--- src/rtl/ap_hs_pkg.sv ---
// ap_hs_pkg: shared state encoding, command-type codes and default timeout for ap_ctrl_hs masters
package ap_hs_pkg;
  typedef enum logic [1:0] {IDLE, ISSUE, RESP} state_e;
  localparam logic RD = 1'b1;
  localparam logic WR = 1'b0;
  localparam int DEFAULT_TIMEOUT = 64;
endpackage

--- src/rtl/ap_hs_timer.sv ---
// ap_hs_timer: loadable down-counter; expired_o flags the last enabled cycle of the loaded span
module ap_hs_timer #(
  parameter int W = 16
) (
  input  logic         clk,
  input  logic         reset,
  input  logic         load_i,
  input  logic [W-1:0] load_val_i,
  input  logic         en_i,
  output logic         expired_o
);
  logic [W-1:0] cnt_q;
  always_ff @(posedge clk or posedge reset)
    if (reset) cnt_q <= '0;
    else if (load_i) cnt_q <= load_val_i;
    else if (en_i && cnt_q != '0) cnt_q <= cnt_q - W'(1);
  assign expired_o = en_i && cnt_q == W'(1);
endmodule

--- src/rtl/ap_hs_initiator.sv ---
// ap_hs_initiator: command/response channel master driving an ap_ctrl_hs responder with timeout guard
module ap_hs_initiator import ap_hs_pkg::*; #(
  parameter int ADDR_W         = 32,
  parameter int DATA_W         = 32,
  parameter int TIMEOUT_CYCLES = DEFAULT_TIMEOUT,
  parameter int CNT_W          = 16
) (
  input  logic              clk,
  input  logic              reset,
  input  logic              cmd_valid,
  output logic              cmd_ready,
  input  logic              cmd_rd_wr,
  input  logic [ADDR_W-1:0] cmd_addr,
  input  logic [DATA_W-1:0] cmd_wdata,
  output logic              rsp_valid,
  input  logic              rsp_ready,
  output logic [DATA_W-1:0] rsp_rdata,
  output logic              rsp_rd_wr,
  output logic              rsp_timeout,
  output logic              ap_start,
  output logic              rd_wr,
  output logic [ADDR_W-1:0] addr,
  output logic [DATA_W-1:0] wr_data,
  input  logic              ap_idle,
  input  logic              ap_ready,
  input  logic              ap_done,
  input  logic [DATA_W-1:0] ap_return,
  output logic [CNT_W-1:0]  txn_count,
  output logic [CNT_W-1:0]  tmo_count
);
  localparam int TW = TIMEOUT_CYCLES < 2 ? 1 : $clog2(TIMEOUT_CYCLES + 1);
  state_e              state_q;
  logic                ap_start_q, rd_wr_q, rsp_valid_q, rsp_rd_wr_q, rsp_timeout_q;
  logic [ADDR_W-1:0]   addr_q;
  logic [DATA_W-1:0]   wr_data_q, rsp_rdata_q;
  logic [CNT_W-1:0]    txn_q, tmo_q;
  logic                accept, expired;
  assign cmd_ready   = state_q == IDLE && ap_idle;
  assign accept      = cmd_valid && cmd_ready;
  assign ap_start    = ap_start_q;
  assign rd_wr       = rd_wr_q;
  assign addr        = addr_q;
  assign wr_data     = wr_data_q;
  assign rsp_valid   = rsp_valid_q;
  assign rsp_rdata   = rsp_rdata_q;
  assign rsp_rd_wr   = rsp_rd_wr_q;
  assign rsp_timeout = rsp_timeout_q;
  assign txn_count   = txn_q;
  assign tmo_count   = tmo_q;
  // a zero load never reaches the expiry value, so TIMEOUT_CYCLES=0 disables the guard
  ap_hs_timer #(.W(TW)) u_timer (
    .clk        (clk),
    .reset      (reset),
    .load_i     (accept),
    .load_val_i (TW'(TIMEOUT_CYCLES)),
    .en_i       (state_q == ISSUE),
    .expired_o  (expired)
  );
  always_ff @(posedge clk or posedge reset)
    if (reset) begin
      state_q       <= IDLE;
      ap_start_q    <= 1'b0;
      rd_wr_q       <= 1'b0;
      addr_q        <= '0;
      wr_data_q     <= '0;
      rsp_valid_q   <= 1'b0;
      rsp_rdata_q   <= '0;
      rsp_rd_wr_q   <= 1'b0;
      rsp_timeout_q <= 1'b0;
      txn_q         <= '0;
      tmo_q         <= '0;
    end else
      case (state_q)
        IDLE:
          if (accept) begin
            rd_wr_q    <= cmd_rd_wr;
            addr_q     <= cmd_addr;
            wr_data_q  <= cmd_wdata;
            ap_start_q <= 1'b1;
            state_q    <= ISSUE;
          end
        ISSUE: begin
          if (ap_ready) ap_start_q <= 1'b0;
          if (ap_done || expired) begin
            ap_start_q    <= 1'b0;
            rsp_valid_q   <= 1'b1;
            rsp_rd_wr_q   <= rd_wr_q;
            rsp_timeout_q <= !ap_done;
            rsp_rdata_q   <= (ap_done && rd_wr_q == RD) ? ap_return : '0;
            txn_q         <= txn_q + CNT_W'(ap_done && !(&txn_q));
            tmo_q         <= tmo_q + CNT_W'(!ap_done && !(&tmo_q));
            state_q       <= RESP;
          end
        end
        RESP:
          if (rsp_ready) begin
            rsp_valid_q <= 1'b0;
            state_q     <= IDLE;
          end
        default: state_q <= IDLE;
      endcase
endmodule

--- config.mk ---
export PLATFORM = sky130hd
export DESIGN_NAME = ap_hs_initiator
export DESIGN_NICKNAME = d
export VERILOG_FILES = /design/src/rtl/ap_hs_pkg.sv /design/src/rtl/ap_hs_timer.sv /design/src/rtl/ap_hs_initiator.sv
export SDC_FILE = /design/constraint.sdc
export NUM_CORES = 1
export LEC_CHECK = 0
export BUFFER_PORTS_ARGS = -buffer_cell sky130_fd_sc_hd__buf_2
export CORE_MARGIN = 3
export CORE_UTILIZATION = 45
export CTS_CLUSTER_DIAMETER = 100
export DETAILED_ROUTE_END_ITERATION = 7
export PLACE_DENSITY = 0.75
export REMOVE_ABC_BUFFERS = 1
export SYNTH_ARGS = -nofsm -noshare
export SYNTH_HDL_FRONTEND = slang
export SYNTH_SLANG_ARGS = --single-unit
--- constraint.sdc ---
create_clock -name clk -period 5.6 [get_ports clk]
set_input_delay 0.56 -clock clk [delete_from_list [all_inputs] [get_ports clk]]
set_output_delay 0.56 -clock clk [all_outputs]
set_load 0.1 [all_outputs]
* Word-level counts from Yosys, hierarchy flattened *
Cells that the tools add are included.

storage, ports and cells
  flip-flop bits (word level) = 142
  input bits = 104
  output and inout bits = 134
  logic and storage cells = 59

operators by class
  $add $sub $neg = 3
  equality and inequality tests = 7
  mux-type cells = 14
  reduce and logical (&&, ||, !) cells = 23

operators with widths
  operator             count
  $add 16x1->16        2
  $mux 32              1
  $reduce_and 16->1    2
  $mux 7               2
  $reduce_and 3->1     3
  $eq 7x1->1 const B   1
  $logic_and 1x1->1    7
  $reduce_bool 7->1    1
  $sub 7x1->7 const B  1
  $mux 2               3
  $ne 2x2->1 const B   3
  $pmux 2 s3           1
  $reduce_bool 2->1    3
  $mux 1               5
  $pmux 1 s2           2
  $reduce_and 2->1     2
  $logic_not 1->1      3
  $ne 3x3->1 const B   1
  $eq 2x1->1 const B   1
  $eq 2x2->1 const B   1
  $logic_not 2->1      1
  $logic_or 1x1->1     1

* Longest topological paths before layout *
  depth in word-level cells = 5
  gate-level depth with buffers = 9
  gate-level depth less buffers = 9

* Cells and area by module *
A second synthesis with hierarchy kept.

unflattened totals
  cell total of the unflattened synthesis = 502
  area total of the unflattened synthesis = 6,032.0 um^2

modules (own cells, without submodules)
  module           instances  cells each  area an instance (um^2)  sequential area each (um^2)
  ap_hs_initiator  1          447         5,574.1                  3,378.2
  ap_hs_timer      1          55          457.9                    175.2

* Worst setup path after synthesis *
No wires, ideal clock.

  path kind = in2reg
  from = in ap_idle
  to = reg addr_q[29] (netlist: addr[29])
  setup time = 0.125 ns
  arrival time = 3.789 ns
  data required time = 5.475 ns
  path slack = 1.685 ns
  stages on the path = 5
  path buffers = 2
  cell sequence = nor3b_1 and2_1 buf_4 buf_2 mux2_2

between the ends
  longest elaborated chain between the ends = 3

ends and longest elaborated chain
  what                        RTL line               text
  start: declaration          ap_hs_initiator.sv:24  input logic ap_idle,
  $logic_and 1x1->1           ap_hs_initiator.sv:38  assign cmd_ready = state_q == IDLE && ap_idle;
  $logic_and 1x1->1           ap_hs_initiator.sv:39  assign accept = cmd_valid && cmd_ready;
  $reduce_and 2->1 (no line)  n/a
  end signal: assignment      ap_hs_initiator.sv:77  addr_q <= cmd_addr;
  end: declaration            ap_hs_initiator.sv:34  logic [ADDR_W-1:0] addr_q;

No other way between the ends.
A chain may end at the register's enable or synchronous reset.

* Worst setup path after layout *
  from = reg u_timer.cnt_q[1]
  to = reg tmo_q[5] (netlist: tmo_count[5])

between the ends
  longest elaborated chain between the ends = 4

ends and longest elaborated chain
  what                        RTL line               text
  start: declaration          ap_hs_timer.sv:12      logic [W-1:0] cnt_q;
  start signal: assignment    ap_hs_timer.sv:15      else if (load_i) cnt_q <= load_val_i;
  start signal: assignment    ap_hs_timer.sv:16      else if (en_i && cnt_q != '0) cnt_q <= cnt_q - W'(1);
  $eq 7x1->1                  ap_hs_timer.sv:17      assign expired_o = en_i && cnt_q == W'(1);
  $logic_and 1x1->1           ap_hs_timer.sv:17
  $logic_or 1x1->1            ap_hs_initiator.sv:84  if (ap_done || expired) begin
  $reduce_and 2->1 (no line)  n/a
  end signal: assignment      ap_hs_initiator.sv:91  tmo_q <= tmo_q + CNT_W'(!ap_done && !(&tmo_q));
  end: declaration            ap_hs_initiator.sv:36  logic [CNT_W-1:0] txn_q, tmo_q;

No other way between the ends.

==> run summary <==
The flow ran to the end, and the final reports show no timing, DRC or antenna violations. The number of pins with negative max-slew slack in the final report is 0. The floorplan has 40 rows. 238 I/O pins were placed.

Of all nets on the critical path, the largest fanout is 48. For this run, the top clock speed supported by timing is 379 MHz. At the pin with the least slew margin, the transition time is 1.10 ns. The signal on the critical path passes through inv_1, ha_1, nor3b_2, a31o_2, and3_1, nand4_1, xnor2_1. The total number of cells along the worst setup path is 7. The number of buffer cells added on primary ports came out at 237. The share of the synthesized area in the top cell type was 0.610.

For the maximum clock insertion buffer count, the log shows 2. The cell with the biggest individual delay on the critical path was sky130_fd_sc_hd__a31o_2. The source-to-sink clock delay at the later pin of the worst-skew pair was 0.41 ns. After clock tree synthesis, the clock-pin slew on the worst setup and hold paths is 0.06 ns. Normalized max-slew margin: 0.269. The tightest min-delay check is of the in2async type.

The post-route fraction of the period consumed by the critical path works out to 0.471. Destination of the worst register-to-register timing path: tmo_count[5]$_DFFE_PP0P_. sky130_fd_sc_hd__dfrtp_1 is the most common cell in the netlist.

The count of buffers added by post-CTS timing repair for setup was 0; the mean routed wirelength per cell was 15.3 um. The run gives 0.610 as the sequential fraction of the synthesis area. The max-cap violation count was 0. For this design, the CTS-stage hold fixing added 0 buffers. The synthesized design contains 142 register bits.

After synthesis the cells add up to 0.00582 sq mm. The fraction of layout cells with a size suffix above 1 was 0.465. The post-route minimum period is 2.64 ns, and the detailed-placement wirelength estimate is 10000 um.

The worst-case reg-to-reg path depth works out to 7. The worst path buffer plus inverter count was 1; the count of final setup violators was 0. At the end of routability-driven placement, the weighted congestion stood at 0.827. TritonCTS built the clock tree.

From left edge to right edge, the die measures 120 um. The tools report the number of diodes as 0. The run gives 4463 as the via count of the routed design. The count of nets after finishing was 830; the worst clock skew was 0.00643 ns.

After technology mapping, the gate count stands at 482. The average instance in the mapped netlist occupies 12.1 sq um. After clock tree synthesis, the repair step resized 0 gates.

Of all cell types, the one taking the most synthesized area is sky130_fd_sc_hd__dfrtp_1. The number of global-route vias before repair was 4408; the fraction of registers with async set/reset was 1.00. The type of origin of the critical path was a register. The run gives 0.473 as the initial cell density of the core. For this run, the number of Yosys warnings is 0. In the post-synthesis netlist, the biggest area contributors are sky130_fd_sc_hd__dfrtp_1, sky130_fd_sc_hd__mux2_2, sky130_fd_sc_hd__nand2_1.

The logs give 39 for the number of distinct library cell variants in the gate-level netlist after synthesis and 2.93 ns for the arrival time at the worst endpoint. The startpoint of the worst setup timing path was u_timer.cnt_q[1]$_DFFE_PP0P_. The tree is rooted in a sky130_fd_sc_hd__clkbuf_16.

The die covers 0.0143 sq mm. The largest incremental delay on the critical path is 0.85 ns, and the number of clock sinks seen by CTS is 142. Among all flip-flop cells after synthesis, the most frequent one is sky130_fd_sc_hd__dfrtp_1. In the synthesized netlist, the cells that appear most often are sky130_fd_sc_hd__dfrtp_1, sky130_fd_sc_hd__nand2_1, sky130_fd_sc_hd__mux2_2. The logs give 0 for the number of antenna violations at the first check in global routing and 22400 um for the first-pass GRT wire length. The worst setup path is of the reg2reg kind.

The total overflow reported by the global router came out at 0. Area added between synthesis and finish: 32.7%. STA puts the critical path data required time at 5.89 ns. Entering global routing, the biggest net connects 82 pins. Setup repair after global routing left no endpoint under its margin. CTS built an H-tree with a depth of 4. Summed over all layers, the routed wires come to 13700 um. For the final count of hold timing violations, the log shows 0. The via-per-instance ratio was 4.96. The overall global routing resource usage was 0.197; the overall die height was 120 um.

The category of the worst setup path capture point is a register. For flop-to-flop paths, the worst setup slack is 2.96 ns. The number of clock buffers added by TritonCTS is 17. Summed over all failing endpoints, the final setup total negative slack is 0 ns. In this run the critical register-to-register path is launched from u_timer.cnt_q[1]$_DFFE_PP0P_. In this design, the largest share of critical-path delay is due to simple AND/OR/NAND/NOR gates.

The tools report the post-route DRC violation count as 0. Following the worst setup path forward leads to its endpoint at tmo_count[5]$_DFFE_PP0P_. The pre-antenna-repair detailed-routing pass consisted of 4 iterations.

The first routing iteration left 190 violations. The number of enable flip-flop cells after synthesis came out at 0. The count of nets left with antenna violations once routing finished came out at 0. For the area inside the core boundary, the log shows 0.0123 sq mm.
cells in the final DEF, fill, tap and decap left out, types with 2 or more instances in the layout:
master	n
sky130_fd_sc_hd__a31o_2	2
sky130_fd_sc_hd__a31oi_1	2
sky130_fd_sc_hd__and2_1	3
sky130_fd_sc_hd__and3_1	4
sky130_fd_sc_hd__and4_1	2
sky130_fd_sc_hd__buf_2	237
sky130_fd_sc_hd__buf_4	2
sky130_fd_sc_hd__bufinv_16	3
sky130_fd_sc_hd__clkbuf_1	5
sky130_fd_sc_hd__clkbuf_16	17
sky130_fd_sc_hd__clkbuf_8	4
sky130_fd_sc_hd__clkinv_2	3
sky130_fd_sc_hd__dfrtp_1	142
sky130_fd_sc_hd__ha_1	8
sky130_fd_sc_hd__inv_1	3
sky130_fd_sc_hd__mux2_2	65
sky130_fd_sc_hd__nand2_1	96
sky130_fd_sc_hd__nand2b_1	3
sky130_fd_sc_hd__nand3_1	46
sky130_fd_sc_hd__nand4_1	7
sky130_fd_sc_hd__nor2_1	15
sky130_fd_sc_hd__nor3_1	4
sky130_fd_sc_hd__nor4_1	4
sky130_fd_sc_hd__o21ai_0	3
sky130_fd_sc_hd__xnor2_1	24
sky130_fd_sc_hd__xor2_1	9
sequential cells by signal, indices dropped and copies added, names as in the netlist, 2 cells and up:
signal         flops
addr              32
state_q            2
u_timer.cnt_q      7
rsp_rdata         32
txn_count         16
wr_data           32
tmo_count         16
worst min-delay path by stage:
stage	from	endpoint	slack [ns]	depth (start not counted)
floorplan	u_timer.cnt_q[6]$_DFFE_PP0P_	u_timer.cnt_q[6]$_DFFE_PP0P_	0.54	2
global placement	rsp_rdata[17]$_DFFE_PP0P_	rsp_rdata[17]$_DFFE_PP0P_	0.45	2
detailed placement	rsp_rdata[11]$_DFFE_PP0P_	rsp_rdata[11]$_DFFE_PP0P_	0.45	2
CTS	reset	addr[0]$_DFFE_PP0P_	0.30	2
global route	reset	addr[25]$_DFFE_PP0P_	0.33	2
finish	reset	addr[0]$_DFFE_PP0P_	0.26	2
routing by layer:
metal | track usage | share of wire
met5 | 0 | 0
met4 | 0.0659 | 0.016
met3 | 0.0763 | 0.096
met2 | 0.309 | 0.47
met1 | 0.251 | 0.42
metrics by stage:
step                hold WS (ns)   util  cell area (sq um)  cells  setup WS [ns]
floorplan                  0.537      -               5700    460          0.369
global placement           0.447  0.579               7120    867           3.02
detailed placement         0.451  0.579               7120    867           2.93
CTS                        0.297  0.628               7730    899           2.93
global route               0.326  0.628               7730    899           2.74
finish                     0.262  0.628               7730    899           2.96
area by class of cell:
cell class	instances	area [sq um]
Multi-Input combinational cell	314	2140
Fill cell	1013	4580
Clock buffer	26	499
Inverter	4	20.0
Clock inverter	6	105
Timing Repair Buffer	239	1200
Tap cell	168	210
Sequential cell	142	3550
cells by family (layout without fill, tap and decap cells):
group,count (synthesis),in the layout,share of synthesized area
flops,142,142,0.610
buf+inv,26,275,0.0245
mux,65,65,0.126
fa+ha+maj,8,8,0.0172
simple gates,193,193,0.154
compound gates,15,15,0.0187
xor+xnor,33,33,0.0496
Power is not shown: default switching activity piles up to over one toggle a cycle in this logic, so the estimate is an artifact.
